==> config.mk <==
export PLATFORM = sky130hd
export DESIGN_NAME = calc_key_entry
export DESIGN_NICKNAME = d
export VERILOG_FILES = /design/src/rtl/calc_pkg.sv /design/src/rtl/calc_operand_reg.sv /design/src/rtl/calc_key_entry.sv
export SDC_FILE = /design/constraint.sdc
export NUM_CORES = 1
export LEC_CHECK = 0
export CAP_MARGIN = 25
export CORE_ASPECT_RATIO = 2
export CORE_UTILIZATION = 25
export DETAILED_ROUTE_END_ITERATION = 10
export GPL_TIMING_DRIVEN = 0
export SLEW_MARGIN = 10
export SYNTH_ARGS = -nofsm -noshare
export SYNTH_HDL_FRONTEND = slang
export SYNTH_SLANG_ARGS = --single-unit
==> constraint.sdc <==
create_clock -name i_clk -period 3.7 [get_ports i_clk]
set_input_delay 0.74 -clock i_clk [delete_from_list [all_inputs] [get_ports i_clk]]
set_output_delay 0.74 -clock i_clk [all_outputs]
set_load 0.05 [all_outputs]
==> src/rtl/calc_pkg.sv <==
// rtl/calc_pkg.sv - shared key codes, state encoding and defaults for the calculator entry path
package calc_pkg;

   localparam int DIGITS_DEFAULT = 4;

   localparam logic [3:0] KEY_ADD = 4'hA;
   localparam logic [3:0] KEY_SUB = 4'hB;
   localparam logic [3:0] KEY_EQ  = 4'hC;
   localparam logic [3:0] KEY_CLR = 4'hD;

   localparam logic [1:0] S_OP1  = 2'd0;
   localparam logic [1:0] S_OP2  = 2'd1;
   localparam logic [1:0] S_EVAL = 2'd2;
   localparam logic [1:0] S_SHOW = 2'd3;

   function automatic logic is_digit(input logic [3:0] key);
      return key <= 4'd9;
   endfunction

endpackage

==> src/rtl/calc_operand_reg.sv <==
// rtl/calc_operand_reg.sv - BCD operand shift register with saturating digit counter
module calc_operand_reg #(
   parameter int DIGITS = 4,
   parameter int CW     = $clog2(DIGITS + 1)
) (
   input  logic                  i_clk,
   input  logic                  i_rst,
   input  logic                  i_clr,
   input  logic                  i_load,
   input  logic [4*DIGITS-1:0]   i_load_val,
   input  logic [CW-1:0]         i_load_cnt,
   input  logic                  i_shift,
   input  logic [3:0]            i_digit,
   output logic [4*DIGITS-1:0]   o_value,
   output logic [CW-1:0]         o_cnt
);

   localparam logic [CW-1:0] FULL = CW'(DIGITS);

   logic [4*DIGITS-1:0] r_value;
   logic [CW-1:0]       r_cnt;

   // Once the register is full, further digits are silently dropped.
   always_ff @(posedge i_clk) begin
      if (i_rst || i_clr) begin
         r_value <= '0;
         r_cnt   <= '0;
      end else if (i_load) begin
         r_value <= i_load_val;
         r_cnt   <= i_load_cnt;
      end else if (i_shift && (r_cnt < FULL)) begin
         r_value <= {r_value[4*DIGITS-5:0], i_digit};
         r_cnt   <= r_cnt + 1'b1;
      end
   end

   assign o_value = r_value;
   assign o_cnt   = r_cnt;

endmodule

==> src/rtl/calc_key_entry.sv <==
// rtl/calc_key_entry.sv - keypad operand/operator entry FSM feeding the BCD ALU and display
module calc_key_entry
   import calc_pkg::*;
#(
   parameter int DIGITS = DIGITS_DEFAULT
) (
   input  logic                  i_clk,
   input  logic                  i_rst,
   input  logic [3:0]            i_key_code,
   input  logic                  i_key_valid,
   input  logic [4*DIGITS-1:0]   i_alu_res,
   input  logic                  i_alu_ovf,
   input  logic                  i_alu_sign,
   output logic [4*DIGITS-1:0]   o_reg1,
   output logic [4*DIGITS-1:0]   o_reg2,
   output logic                  o_regop,
   output logic                  o_busy,
   output logic [4*DIGITS-1:0]   o_disp_bcd,
   output logic                  o_disp_neg,
   output logic                  o_disp_ovf
);

   localparam int W  = 4 * DIGITS;
   localparam int CW = $clog2(DIGITS + 1);

   logic [1:0]   r_state;
   logic         r_regop;
   logic [W-1:0] r_res_q;
   logic         r_neg_q;
   logic         r_ovf_q;

   logic         w_dig, w_op, w_eq, w_clr, w_chain, w_full_clr;
   logic         w_r1_shift, w_r1_load, w_r2_shift, w_r2_clr;
   logic [W-1:0] w_r1_load_val;
   logic [CW-1:0] w_r1_load_cnt;
   logic [W-1:0] w_reg1, w_reg2;
   logic [CW-1:0] w_cnt1, w_cnt2;

   assign w_dig = i_key_valid && is_digit(i_key_code);
   assign w_op  = i_key_valid && ((i_key_code == KEY_ADD) || (i_key_code == KEY_SUB));
   assign w_eq  = i_key_valid && (i_key_code == KEY_EQ);
   assign w_clr = i_key_valid && (i_key_code == KEY_CLR);

   // Keys arriving during the evaluation cycle are dropped, clear included.
   assign w_full_clr = w_clr && (r_state != S_EVAL);
   assign w_chain    = (r_state == S_SHOW) && w_op && !r_neg_q && !r_ovf_q;

   assign w_r1_shift    = (r_state == S_OP1) && w_dig;
   assign w_r1_load     = ((r_state == S_SHOW) && w_dig) || w_chain;
   assign w_r1_load_val = w_dig ? {{(W-4){1'b0}}, i_key_code} : r_res_q;
   assign w_r1_load_cnt = w_dig ? CW'(1) : CW'(DIGITS);

   assign w_r2_shift = (r_state == S_OP2) && w_dig;
   assign w_r2_clr   = w_full_clr || ((r_state == S_OP1) && w_op) ||
                       ((r_state == S_SHOW) && w_dig) || w_chain;

   calc_operand_reg #(.DIGITS(DIGITS)) u_reg1 (
      .i_clk      (i_clk),
      .i_rst      (i_rst),
      .i_clr      (w_full_clr),
      .i_load     (w_r1_load),
      .i_load_val (w_r1_load_val),
      .i_load_cnt (w_r1_load_cnt),
      .i_shift    (w_r1_shift),
      .i_digit    (i_key_code),
      .o_value    (w_reg1),
      .o_cnt      (w_cnt1)
   );

   calc_operand_reg #(.DIGITS(DIGITS)) u_reg2 (
      .i_clk      (i_clk),
      .i_rst      (i_rst),
      .i_clr      (w_r2_clr),
      .i_load     (1'b0),
      .i_load_val ({W{1'b0}}),
      .i_load_cnt ({CW{1'b0}}),
      .i_shift    (w_r2_shift),
      .i_digit    (i_key_code),
      .o_value    (w_reg2),
      .o_cnt      (w_cnt2)
   );

   always_ff @(posedge i_clk) begin
      if (i_rst || w_full_clr) begin
         r_state <= S_OP1;
         r_regop <= 1'b1;
         r_res_q <= '0;
         r_neg_q <= 1'b0;
         r_ovf_q <= 1'b0;
      end else begin
         case (r_state)
            S_OP1: begin
               if (w_op) begin
                  r_regop <= (i_key_code == KEY_ADD);
                  r_state <= S_OP2;
               end
            end
            S_OP2: begin
               if (w_op) begin
                  r_regop <= (i_key_code == KEY_ADD);
               end else if (w_eq) begin
                  r_state <= S_EVAL;
               end
            end
            S_EVAL: begin
               // Sign only means something for subtract, overflow only for add.
               r_res_q <= i_alu_res;
               r_neg_q <= i_alu_sign & ~r_regop;
               r_ovf_q <= i_alu_ovf & r_regop;
               r_state <= S_SHOW;
            end
            default: begin
               if (w_dig) begin
                  r_state <= S_OP1;
               end else if (w_chain) begin
                  r_regop <= (i_key_code == KEY_ADD);
                  r_state <= S_OP2;
               end
            end
         endcase
      end
   end

   always_comb begin
      o_disp_bcd = w_reg1;
      case (r_state)
         S_OP2:   o_disp_bcd = (w_cnt2 == '0) ? w_reg1 : w_reg2;
         S_SHOW:  o_disp_bcd = r_res_q;
         default: o_disp_bcd = w_reg1;
      endcase
   end

   assign o_disp_neg = (r_state == S_SHOW) && r_neg_q;
   assign o_disp_ovf = (r_state == S_SHOW) && r_ovf_q;
   assign o_busy     = (r_state == S_EVAL);
   assign o_reg1     = w_reg1;
   assign o_reg2     = w_reg2;
   assign o_regop    = r_regop;

endmodule

==> results.yml, run 1 <==
sta:
  fmax_ghz: 0.2798
  period_minus_slack_ns: 3.574
  period_share_pct: 96.60
  finClkSkew_ns: 0.004569
  worst-slew-pin-transition_ns: 0.7888
  fin_setup_tns_ns: 0
  grt_setup_unrepaired: "false"
  relSlewSlack_pct: 47.41
  setup_viol: 0
  slew_violations: 0
  hold_viol: 0
synth:
  synth_cell_type_count: 48
  synth_edf_count: 0
  yosysTopAreaCellShare_pct: 39.04
  syn-num-nets: 358
  yosys_warnings: 0
  ys.flop_type: "dfxtp_1"
  ys_async_sr_fraction_pct: 0
  synth_seq_cells: 59
  synth.largest_area_cell: "dfxtp_1"
  synth_area_mm2: 0.003025
  syn_inst: 325
  synthTopCellsByCount: "dfxtp_1 (59), nor2_1 (59), mux2i_1 (41)"
  synth_area_leaders: "dfxtp_1 (39%), mux2i_1 (14%), nor2_1 (7.3%)"
  syn_avg_cell_area_um2: 9.309
  yosysSeqAreaShare_pct: 39.04
setup_path:
  crit_required_ns: 2.96
  worstSetupPathType: "flip-flop to output pin"
  rrSetupSlack_ns: 1.53
  r2r_cells: 7
  critPathCaptureType: "output pin"
  path_max_fanout: 8
  arrival_ns: 2.83
  critPathLaunchType: "flip-flop"
die:
  die-area_mm2: 0.01257
  io_pins: 77
  die_w_um: 79.79
  num_rows: 56
  core_area_mm2: 0.01177
  die_y_um: 157.6
  start_util_pct: 25.70
grt:
  grt_pass1_vias: 2684
  grt_max_degree: 11
  antenna_found_initial: 0
  grt_overflow: 0
  grt_pass1_wl_um: 14360
  globalRouteTotalUtil_pct: 15.59
detailed_routing:
  drc_errors: 0
  routed_wl_um: 9331
  vias_per_cell: 4.783
  num_vias: 2688
  firstDrtPassIters: 4
  ant_nets: 0
  routedWlPerCell_um: 16.60
  drtIter0Drc: 179
hold_path:
  hold_path_class: "flip-flop to flip-flop"
  holdPathStages: 2
cts:
  clock_latency_ns: 0.33
  root_buffer: "clkbuf_16"
  cts_tree: "yes"
  h-tree-depth: 3
  clk_path_buf_depth: 2
  clk_pin_slew_ns: 0.05
  numCtsBuffers: 9
  cts_hold_buf: 0
  cts_num_sinks: 59
final_layout:
  fin_util_pct: 36.20
  antenna_cells: 0
  drive_gt1_share_pct: 11.51
  final_cell_area_mm2: 0.004262
  syn2layout_area_growth_pct: 40.86
  layout.nets: 445
pwr:
  p_per_area_mw_per_mm2: 552.8
  leakage_nw: 1.779
  ir_drop_v: 0.0002755
job:
  maxCapViolCount: 0
place:
  dpl_cell_area_mm2: 0.003968
  routabilityCongestion: 0.8208
  io_buffer_count: 76
  dpl.hpwl_um: 7280
run_status:
  status: "finished clean"
report_power, final:
part	leakage [nW]	internal (mW)	switching (mW)	total [mW]
combinational	1.16	0.285	0.497	0.783
clock	0.145	0.535	0.287	0.822
sequential	0.478	0.692	0.0593	0.752
total	1.78	1.51	0.843	2.36
worst paths after layout:
kind                                 from                               to
min reg2reg  u_reg2.o_cnt[2]$_SDFFE_PP0P_     u_reg2.o_cnt[2]$_SDFFE_PP0P_
max               r_state[0]$_SDFFE_PP0P_                   o_disp_bcd[11]
min          u_reg2.o_cnt[2]$_SDFFE_PP0P_     u_reg2.o_cnt[2]$_SDFFE_PP0P_
max reg2reg       r_state[0]$_SDFFE_PP0P_  u_reg1.o_value[11]$_SDFFE_PP0P_
final cells by class:
| class | count | area (µm²) |
|---|---|---|
| clock inverter | 5 | 52.55 |
| fill | 1243 | 7510 |
| clock buffer | 11 | 242.7 |
| multi-input combinational | 226 | 1662 |
| buffer | 21 | 120.1 |
| sequential | 59 | 1181 |
| timing repair buffer | 76 | 750.7 |
| inverter | 19 | 71.32 |
| tap | 145 | 181.4 |
cell families after synthesis:
kind of cell	share of synthesized area, %
XOR/XNOR	0.5791
AO/OA/AOI/OAI	18.03
adder cells (fa/ha/maj)	3.309
multiplexers	13.56
AND/OR/NAND/NOR	19.31
buffers and inverters	6.162
flip-flops	39.04
metrics by stage:
stage               power (mW)  cells  setup WS [ns]  hold slack, ns
detailed placement       1.563    546        0.05455          0.4571
finish                   2.356    562         0.1259          0.4610
CTS                      2.379    562        0.05594          0.4648
global route             2.455    562        0.01293          0.4878
floorplan                1.317    325          1.039          0.4403
global placement         1.548    546        0.05903          0.4485
sequential cells by signal (all words and copies together), names as in the netlist:
register        cells
r_state             2
u_reg2.o_value     16
o_regop             1
r_res_q            16
u_reg1.o_cnt        3
u_reg1.o_value     16
u_reg2.o_cnt        3
r_ovf_q             1
r_neg_q             1
layout by cell type (no fill, tap or decap), types with 4 or more instances in the layout:
cell type | netlist | final
a2111oi_2 | 6 | 6
a2111oi_4 | 6 | 6
a21oi_1 | 5 | 5
a22oi_1 | 14 | 14
buf_2 | 4 | 4
clkbuf_1 | 12 | 9
clkbuf_16 | 0 | 9
clkbuf_2 | 0 | 4
clkdlybuf4s50_1 | 0 | 65
dfxtp_1 | 59 | 59
dlygate4sd2_1 | 0 | 10
ha_1 | 8 | 8
inv_1 | 19 | 19
mux2i_1 | 41 | 40
nand2_1 | 34 | 34
nand3_1 | 4 | 4
nand4_1 | 6 | 6
nor2_1 | 59 | 59
o31ai_1 | 4 | 4
metal layers:
metal | part of all wire, % | track usage, % | wire length (µm)
met5 | 0 | 0 | 0
met2 | 53 | 28.45 | 4971
met1 | 37 | 16.08 | 3484
met4 | 4.3 | 9.184 | 397
met3 | 5.1 | 2.997 | 477
worst max-delay path, cell delays in order, from the launching register on:
cell             delay (ns)
dfxtp_1                0.43
ha_1                   0.18
clkbuf_1               0.34
and2_1                 0.19
clkbuf_1               0.28
a22oi_1                0.12
nand2_1                0.14
clkdlybuf4s50_1        0.82
timing repair:
action,4_1_cts,5_1_grt
gates cloned,0,0
hold endpoints to repair,0,0
gates resized for setup,14,3
buffers inserted,0,0
endpoints found under the setup margin,13,4
Power figures use the tool's default switching activity.
==> run 2, diff against run 1 <==
ABC_AREA = 1   (was default)
PLACE_DENSITY = 0.5   (was default)
==> run 2 against run 1 <==
  * Area after synthesis grew 8.4%
  * Combinational power grew 78%
  * Sequential share of layout area shrank 1.6 points
  * Clock power is 2.9% higher
  * Wire length grew 15%
  * Synthesized cell count grew 56%
  * Non-clock buffer count grew 8
  * Register-to-register slack better by 0.05 ns
  * Critical path depth is 2 higher
  * Clock skew up 0.0020 ns
==> results.yml, run 2 <==
sta:
  relSlewSlack_pct: 63.41
  grt_setup_unrepaired: "false"
  fmax_ghz: 0.2835
  worst-slew-pin-transition_ns: 0.5489
  period_share_pct: 95.34
  hold_viol: 0
  fin_setup_tns_ns: 0
  whs_ns: 0.4790
  finClkSkew_ns: 0.006587
  period_minus_slack_ns: 3.528
  slew_violations: 0
  setup_viol: 0
pwr:
  p_per_area_mw_per_mm2: 677.8
  leakage_nw: 2.064
  total_power_mw: 3.067
  ir_drop_v: 0.0003860
synth:
  ys_async_sr_fraction_pct: 0
  synth_edf_count: 0
  yosysTopAreaCellShare_pct: 36.03
  synth_area_leaders: "dfxtp_1 (36%), nand2_1 (16%), nand3_1 (7.8%)"
  syn_avg_cell_area_um2: 6.453
  syn-num-nets: 541
  synth_seq_cells: 59
  syn_inst: 508
  synth_area_mm2: 0.003278
  yosys_warnings: 0
  ys.flop_type: "dfxtp_1"
  yosysSeqAreaShare_pct: 36.03
  synthTopCellsByCount: "nand2_1 (137), dfxtp_1 (59), inv_1 (58)"
  synth_cell_type_count: 31
  synth.largest_area_cell: "dfxtp_1"
  synth_most_common_cell: "nand2_1"
run_status:
  status: "finished clean"
detailed_routing:
  drtIter0Drc: 166
  vias_per_cell: 4.607
  ant_nets: 0
  routedWlPerCell_um: 14.35
  num_vias: 3455
  drc_errors: 0
  routed_wl_um: 10760
  firstDrtPassIters: 5
cts:
  cts_tree: "yes"
  clk_path_buf_depth: 2
  clock_latency_ns: 0.32
  numCtsBuffers: 9
  clk_pin_slew_ns: 0.05
  cts_num_sinks: 59
  h-tree-depth: 3
  root_buffer: "clkbuf_16"
final_layout:
  antenna_cells: 0
  drive_gt1_share_pct: 8.000
  layout.nets: 628
  syn2layout_area_growth_pct: 38.05
  mostFrequentLayoutCell: "nand2_1"
  final_cell_area_mm2: 0.004526
  fin_util_pct: 35.64
  final_cell_mix: "nand2_1 (137), clkdlybuf4s50_1 (60), dfxtp_1 (59)"
  fillers: 1379
grt:
  grt_overflow: 0
  globalRouteTotalUtil_pct: 16.03
  grt_pass1_vias: 3419
  grt_pass1_wl_um: 16910
  grt_max_degree: 11
  antenna_found_initial: 0
setup_path:
  rrSetupSlack_ns: 1.58
  worstSetupEndpoint: "o_disp_bcd[7]"
  crit_required_ns: 2.96
  arrival_ns: 2.79
  critPathCaptureType: "output pin"
  worstSetupPathType: "flip-flop to output pin"
  r2r-start: "r_state[1]$_SDFFE_PP0P_"
  r2r_cells: 9
  startpoint: "r_state[1]$_SDFFE_PP0P_"
  path_max_fanout: 10
  reg2reg_to: "u_reg1.o_value[13]$_SDFFE_PP0P_"
  critPathLaunchType: "flip-flop"
die:
  die-area_mm2: 0.01360
  start_util_pct: 25.81
  die_w_um: 82.97
  die_y_um: 163.9
  num_rows: 58
  io_pins: 77
  core_area_mm2: 0.01270
job:
  maxCapViolCount: 0
place:
  dpl_cell_area_mm2: 0.004227
  routabilityCongestion: 0.8876
  dpl.hpwl_um: 8648
  io_buffer_count: 76
hold_path:
  hold_path_class: "flip-flop to flip-flop"
==> run 2: cell count changes in the layout (fill, tap and decap cells not counted), sizes merged, moves of 6 or more <==
cell | previous run | this run
buf | 9 | 19
a2111oi | 12 | 0
nand2 | 35 | 140
nor2 | 60 | 54
o21ai | 4 | 51
mux2i | 41 | 0
nand3 | 5 | 55
a22oi | 14 | 0
a21oi | 5 | 35
inv | 19 | 60
==> run 2: layout make-up <==
cell class                 instances  area, µm²  area share (%)
sequential                        59       1181           26.10
timing repair buffer              76      753.2           16.64
clock buffer                      12      256.5           5.668
inverter                          61      229.0           5.059
multi-input combinational        359       1710           37.79
buffer                            29      158.9           3.511
tap                              150      187.7           4.147
clock inverter                     4      48.80           1.078
==> run 2: worst min-delay path by stage <==
stage                       startpoint  slack (ns)  depth (start not counted)                      end
2_1_floorplan  r_res_q[0]$_SDFFE_PP0P_        0.45                          2  r_res_q[0]$_SDFFE_PP0P_
3_3_place_gp      r_neg_q$_SDFFE_PP0P_        0.47                          2     r_neg_q$_SDFFE_PP0P_
3_5_place_dp      r_ovf_q$_SDFFE_PP0P_        0.47                          2     r_ovf_q$_SDFFE_PP0P_
4_1_cts           r_ovf_q$_SDFFE_PP0P_        0.48                          2     r_ovf_q$_SDFFE_PP0P_
5_1_grt        r_res_q[4]$_SDFFE_PP0P_        0.51                          2  r_res_q[4]$_SDFFE_PP0P_
6_report       r_res_q[9]$_SDFFE_PP0P_        0.48                          2  r_res_q[9]$_SDFFE_PP0P_
==> run 2: cells by family after synthesis <==
| group | after synthesis | share of synthesized area, % |
|---|---|---|
| adder cells (fa/ha/maj) | 8 | 3.054 |
| flip-flops | 59 | 36.03 |
| AND/OR/NAND/NOR | 258 | 34.24 |
| buffers and inverters | 90 | 11.79 |
| AO/OA/AOI/OAI | 91 | 14.35 |
| XOR/XNOR | 2 | 0.5344 |
==> run 2: through the flow <==
stage / std cells / worst slack [ns]
after floorplan: 508 / 1.102
after global placement: 734 / 0.08320
after detailed placement: 734 / 0.03975
after CTS: 750 / 0.02068
after global routing: 750 / 0.004926
final: 750 / 0.1724
==> run 2: power by group <==
group / total [mW] / switching, mW / internal, mW
sequential: 0.835 / 0.105 / 0.730
clock: 0.846 / 0.290 / 0.556
combinational: 1.39 / 0.954 / 0.432
==> run 2: layer usage <==
metal  vias to the layer above  wire (µm)  GRT usage [%]
li1                       1789          -              -
met1                      1571       4212          16.04
met2                        79       5886          30.66
met3                        16        292          2.513
met4                         0        367          9.639
met5                         -          0              0
==> run 2: timing repair <==
item | CTS | global route
hold buffers | 0 | 0
endpoints found under the hold margin | 0 | 0
gates resized for setup | 20 | 4
buffers inserted | 0 | 0
gates cloned | 0 | 0
setup endpoints to repair | 15 | 4
==> run 2: worst max-delay path, cell delays in order (launching register included) <==
cell             delay (ns)
dfxtp_1                0.43
inv_1                  0.09
ha_1                   0.19
clkbuf_1               0.27
inv_1                  0.17
buf_2                  0.25
buf_2                  0.27
nand3_1                0.09
nand3_1                0.17
clkdlybuf4s15_1        0.52
==> run 3, diff against run 2 <==
CTS_CLUSTER_DIAMETER = 150   (was default)
PLACE_DENSITY = 0.49   (was 0.5)
REMOVE_ABC_BUFFERS = 1   (was default)
SYNTH_HIERARCHICAL = 1   (was default)
==> run 3 against run 2 <==
  * Largest power group is now the clock network
  * Register-to-register slack worse by 1.0 ns
  * Flip-flop and latch count stayed put
  * Sequential power is 6.3% lower
  * Critical endpoint is now o_disp_bcd[11]
  * Sequential share of layout area is 1.3 points lower
  * Via count is 14% higher
  * Clock skew is 0.00066 ns lower
  * Non-clock buffer count is 29 lower
  * Global-route usage is 0.68 points higher
  * Critical path depth is 3 lower
  * Core utilization is 1.7 points lower
  * Die area is 10% higher
==> results.yml, run 3 <==
setup_path:
  crit_family: "buffers and inverters"
  r2r_cells: 9
  slowest_stage: "dlygate4sd2_1"
  r2r-start: "r_state[1]$_SDFFE_PP0P_"
  cp_common_cell: "inv_1"
  crit_cells: 6
  arrival_ns: 2.80
  path_max_fanout: 18
  cpPeakStageDelay_ns: 0.58
  critPathBufInv: 3
  worstSetupPathType: "flip-flop to output pin"
  rrSetupSlack_ns: 0.57
  critPathLaunchType: "flip-flop"
  path_cells: "inv_1 > ha_2 > inv_1 > nand2_1 > o21ai_0 > dlygate4sd2_1"
  crit_required_ns: 2.96
  reg2reg_to: "u_reg2/o_value[6]$_SDFFE_PP0P_"
  critPathCaptureType: "output pin"
detailed_routing:
  drc_errors: 0
  wl_met3_um: 451
  dr.max_layer_used: "met4"
  ant_nets: 0
  vias_per_cell: 4.637
  routedWlPerCell_um: 14.30
  num_vias: 3923
  route.met2.wl_um: 6349
  drtIter0Drc: 198
  met1_length_um: 4875
  firstDrtPassIters: 5
  routed_wl_um: 12100
hold_path:
  hold_path_class: "flip-flop to flip-flop"
  min_to: "r_res_q[7]$_SDFFE_PP0P_"
  min-delay-start: "r_res_q[7]$_SDFFE_PP0P_"
  holdPathStages: 2
place:
  routabilityCongestion: 0.8648
  dpl.hpwl_um: 8492
  dpl_cell_area_mm2: 0.004457
  io_buffer_count: 76
  post-place-cells: 830
final_layout:
  fin_util_pct: 33.92
  mostFrequentLayoutCell: "nand2_1"
  syn2layout_area_growth_pct: 31.41
  regArea_mm2: 0.001181
  antenna_cells: 0
  final_cells: 846
  layout.nets: 684
  drive_gt1_share_pct: 4.718
  final_cell_mix: "nand2_1 (224), a21oi_1 (64), clkdlybuf4s50_1 (62)"
  final_cell_area_mm2: 0.004763
  multi_input_area_mm2: 0.002081
  fillers: 1601
run_status:
  status: "finished clean"
sta:
  setup_viol: 0
  hold_viol: 0
  slew_violations: 0
  period_minus_slack_ns: 3.539
  fmax_ghz: 0.2826
  relSlewSlack_pct: 31.67
  period_share_pct: 95.64
  grt_setup_unrepaired: "false"
  finClkSkew_ns: 0.005924
  worst-slew-pin-transition_ns: 1.025
cts:
  h-tree-depth: 3
  numCtsBuffers: 9
  clock_latency_ns: 0.33
  clk_path_buf_depth: 2
  cts_hold_buf: 0
  postCtsSetupBuffers: 0
  root_buffer: "clkbuf_16"
  cts_tree: "yes"
  cts_num_sinks: 59
  clk_pin_slew_ns: 0.05
synth:
  synth_seq_cells: 59
  yosysTopAreaCellShare_pct: 32.59
  ys.flop_type: "dfxtp_1"
  synth_area_leaders: "dfxtp_1 (33%), nand2_1 (23%), a21oi_1 (8.8%)"
  synthTopCellsByCount: "nand2_1 (225), a21oi_1 (64), dfxtp_1 (59)"
  syn_inst: 576
  synth_area_mm2: 0.003625
  synth_edf_count: 0
  synth_cell_type_count: 26
  yosys_warnings: 6
  syn_avg_cell_area_um2: 6.293
  ys_async_sr_fraction_pct: 0
  synth.largest_area_cell: "dfxtp_1"
  synth_most_common_cell: "nand2_1"
  yosysSeqAreaShare_pct: 32.59
job:
  maxCapViolCount: 0
pwr:
  p_seq_share_pct: 32.4
  ir_drop_v: 0.0002232
  switching_share_pct: 37.09
  p_int_mw: 1.518
  pwr-share-clk_pct: 36.7
  p_per_area_mw_per_mm2: 506.6
  p_comb_share_pct: 30.9
  p_switching_mw: 0.8950
  leakage_nw: 2.000
die:
  core_area_mm2: 0.01404
  io_pins: 77
  die_w_um: 87.15
  start_util_pct: 25.81
  die_y_um: 172.3
  die-area_mm2: 0.01501
  num_rows: 61
grt:
  globalRouteTotalUtil_pct: 16.72
  grt_pass1_wl_um: 18970
  grt_pass1_vias: 3621
  grt_max_degree: 40
  antenna_found_initial: 0
  grt_overflow: 0
[run 3: changes by cell type after synthesis, moves of 4 or more]
cell	before	now
nand2_1	137	225
a21oi_1	34	64
nor2_1	52	22
a22oi_1	0	14
buf_4	4	0
o21ai_0	51	34
buf_6	3	10
o211ai_1	4	0
clkbuf_1	10	5
inv_1	58	48
[run 3: cell families after synthesis]
kind of cell,Yosys count,share of synthesized area [%]
and+or+nand+nor,307,35.31
adders and majority gates,7,2.416
buffers and inverters,86,12.39
other,1,0.1035
AOI/OAI and AO/OA,116,17.19
DFF,59,32.59
[run 3: stage by stage]
stage | worst slack, ns | TNS, ns | hold WS (ns) | power [mW]
6_report | 0.1611 | 0 | 0.4781 | 2.413
5_1_grt | 0.001320 | 0 | 0.4963 | 2.553
2_1_floorplan | 0.6679 | 0 | 0.4543 | 1.276
3_3_place_gp | -0.07094 | -1.156 | 0.4638 | 1.531
3_5_place_dp | -0.1223 | -1.775 | 0.4683 | 1.543
4_1_cts | 0.1387 | 0 | 0.4769 | 2.426
[run 3: power groups by stage]
stage               Combinational (mW)  Clock (mW)  Sequential (mW)
global placement                 0.739           0            0.793
detailed placement               0.748           0            0.795
CTS                              0.744       0.899            0.783
global route                     0.824       0.935            0.794
finish                           0.745       0.885            0.782
floorplan                        0.421           0            0.855
[run 3: worst max path at each step]
stage                                      end               startpoint  slack (ns)
2_1_floorplan                    o_disp_bcd[0]  r_state[1]$_SDFFE_PP0P_        0.67
3_3_place_gp    u_reg1/o_value[0]$_SDFFE_PP0P_            i_key_code[3]       -0.07
3_5_place_dp   u_reg1/o_value[13]$_SDFFE_PP0P_            i_key_code[3]       -0.12
4_1_cts                         o_disp_bcd[11]  r_state[1]$_SDFFE_PP0P_        0.14
5_1_grt         u_reg1/o_value[0]$_SDFFE_PP0P_            i_key_code[3]       0.001
6_report                        o_disp_bcd[11]  r_state[1]$_SDFFE_PP0P_        0.16
[run 3: what timing repair did]
action,CTS,global route
gates resized for setup,16,4
hold endpoints to repair,0,0
setup endpoints to repair,16,8
[run 3: layout make-up]
class | instances | area share [%]
Inverter | 54 | 4.413
Tap cell | 189 | 4.965
Clock buffer | 11 | 4.886
Sequential cell | 59 | 24.80
Multi-Input combinational cell | 452 | 43.68
Timing Repair Buffer | 76 | 15.63
Clock inverter | 5 | 1.629
[run 3: worst min-delay path, delay by kind of cell (launching register included)]
| family | cells | cell delay [ns] |
|---|---|---|
| AO/OA/AOI/OAI | 1 | 0.05 |
| flip-flops | 1 | 0.32 |
| AND/OR/NAND/NOR | 1 | 0.06 |
[run 3: layer usage]
metal	track usage, %	vias to the layer above
met5	0	-
met4	8.339	0
met3	2.721	22
met2	30.06	107
met1	18.68	1812
li1	-	1982
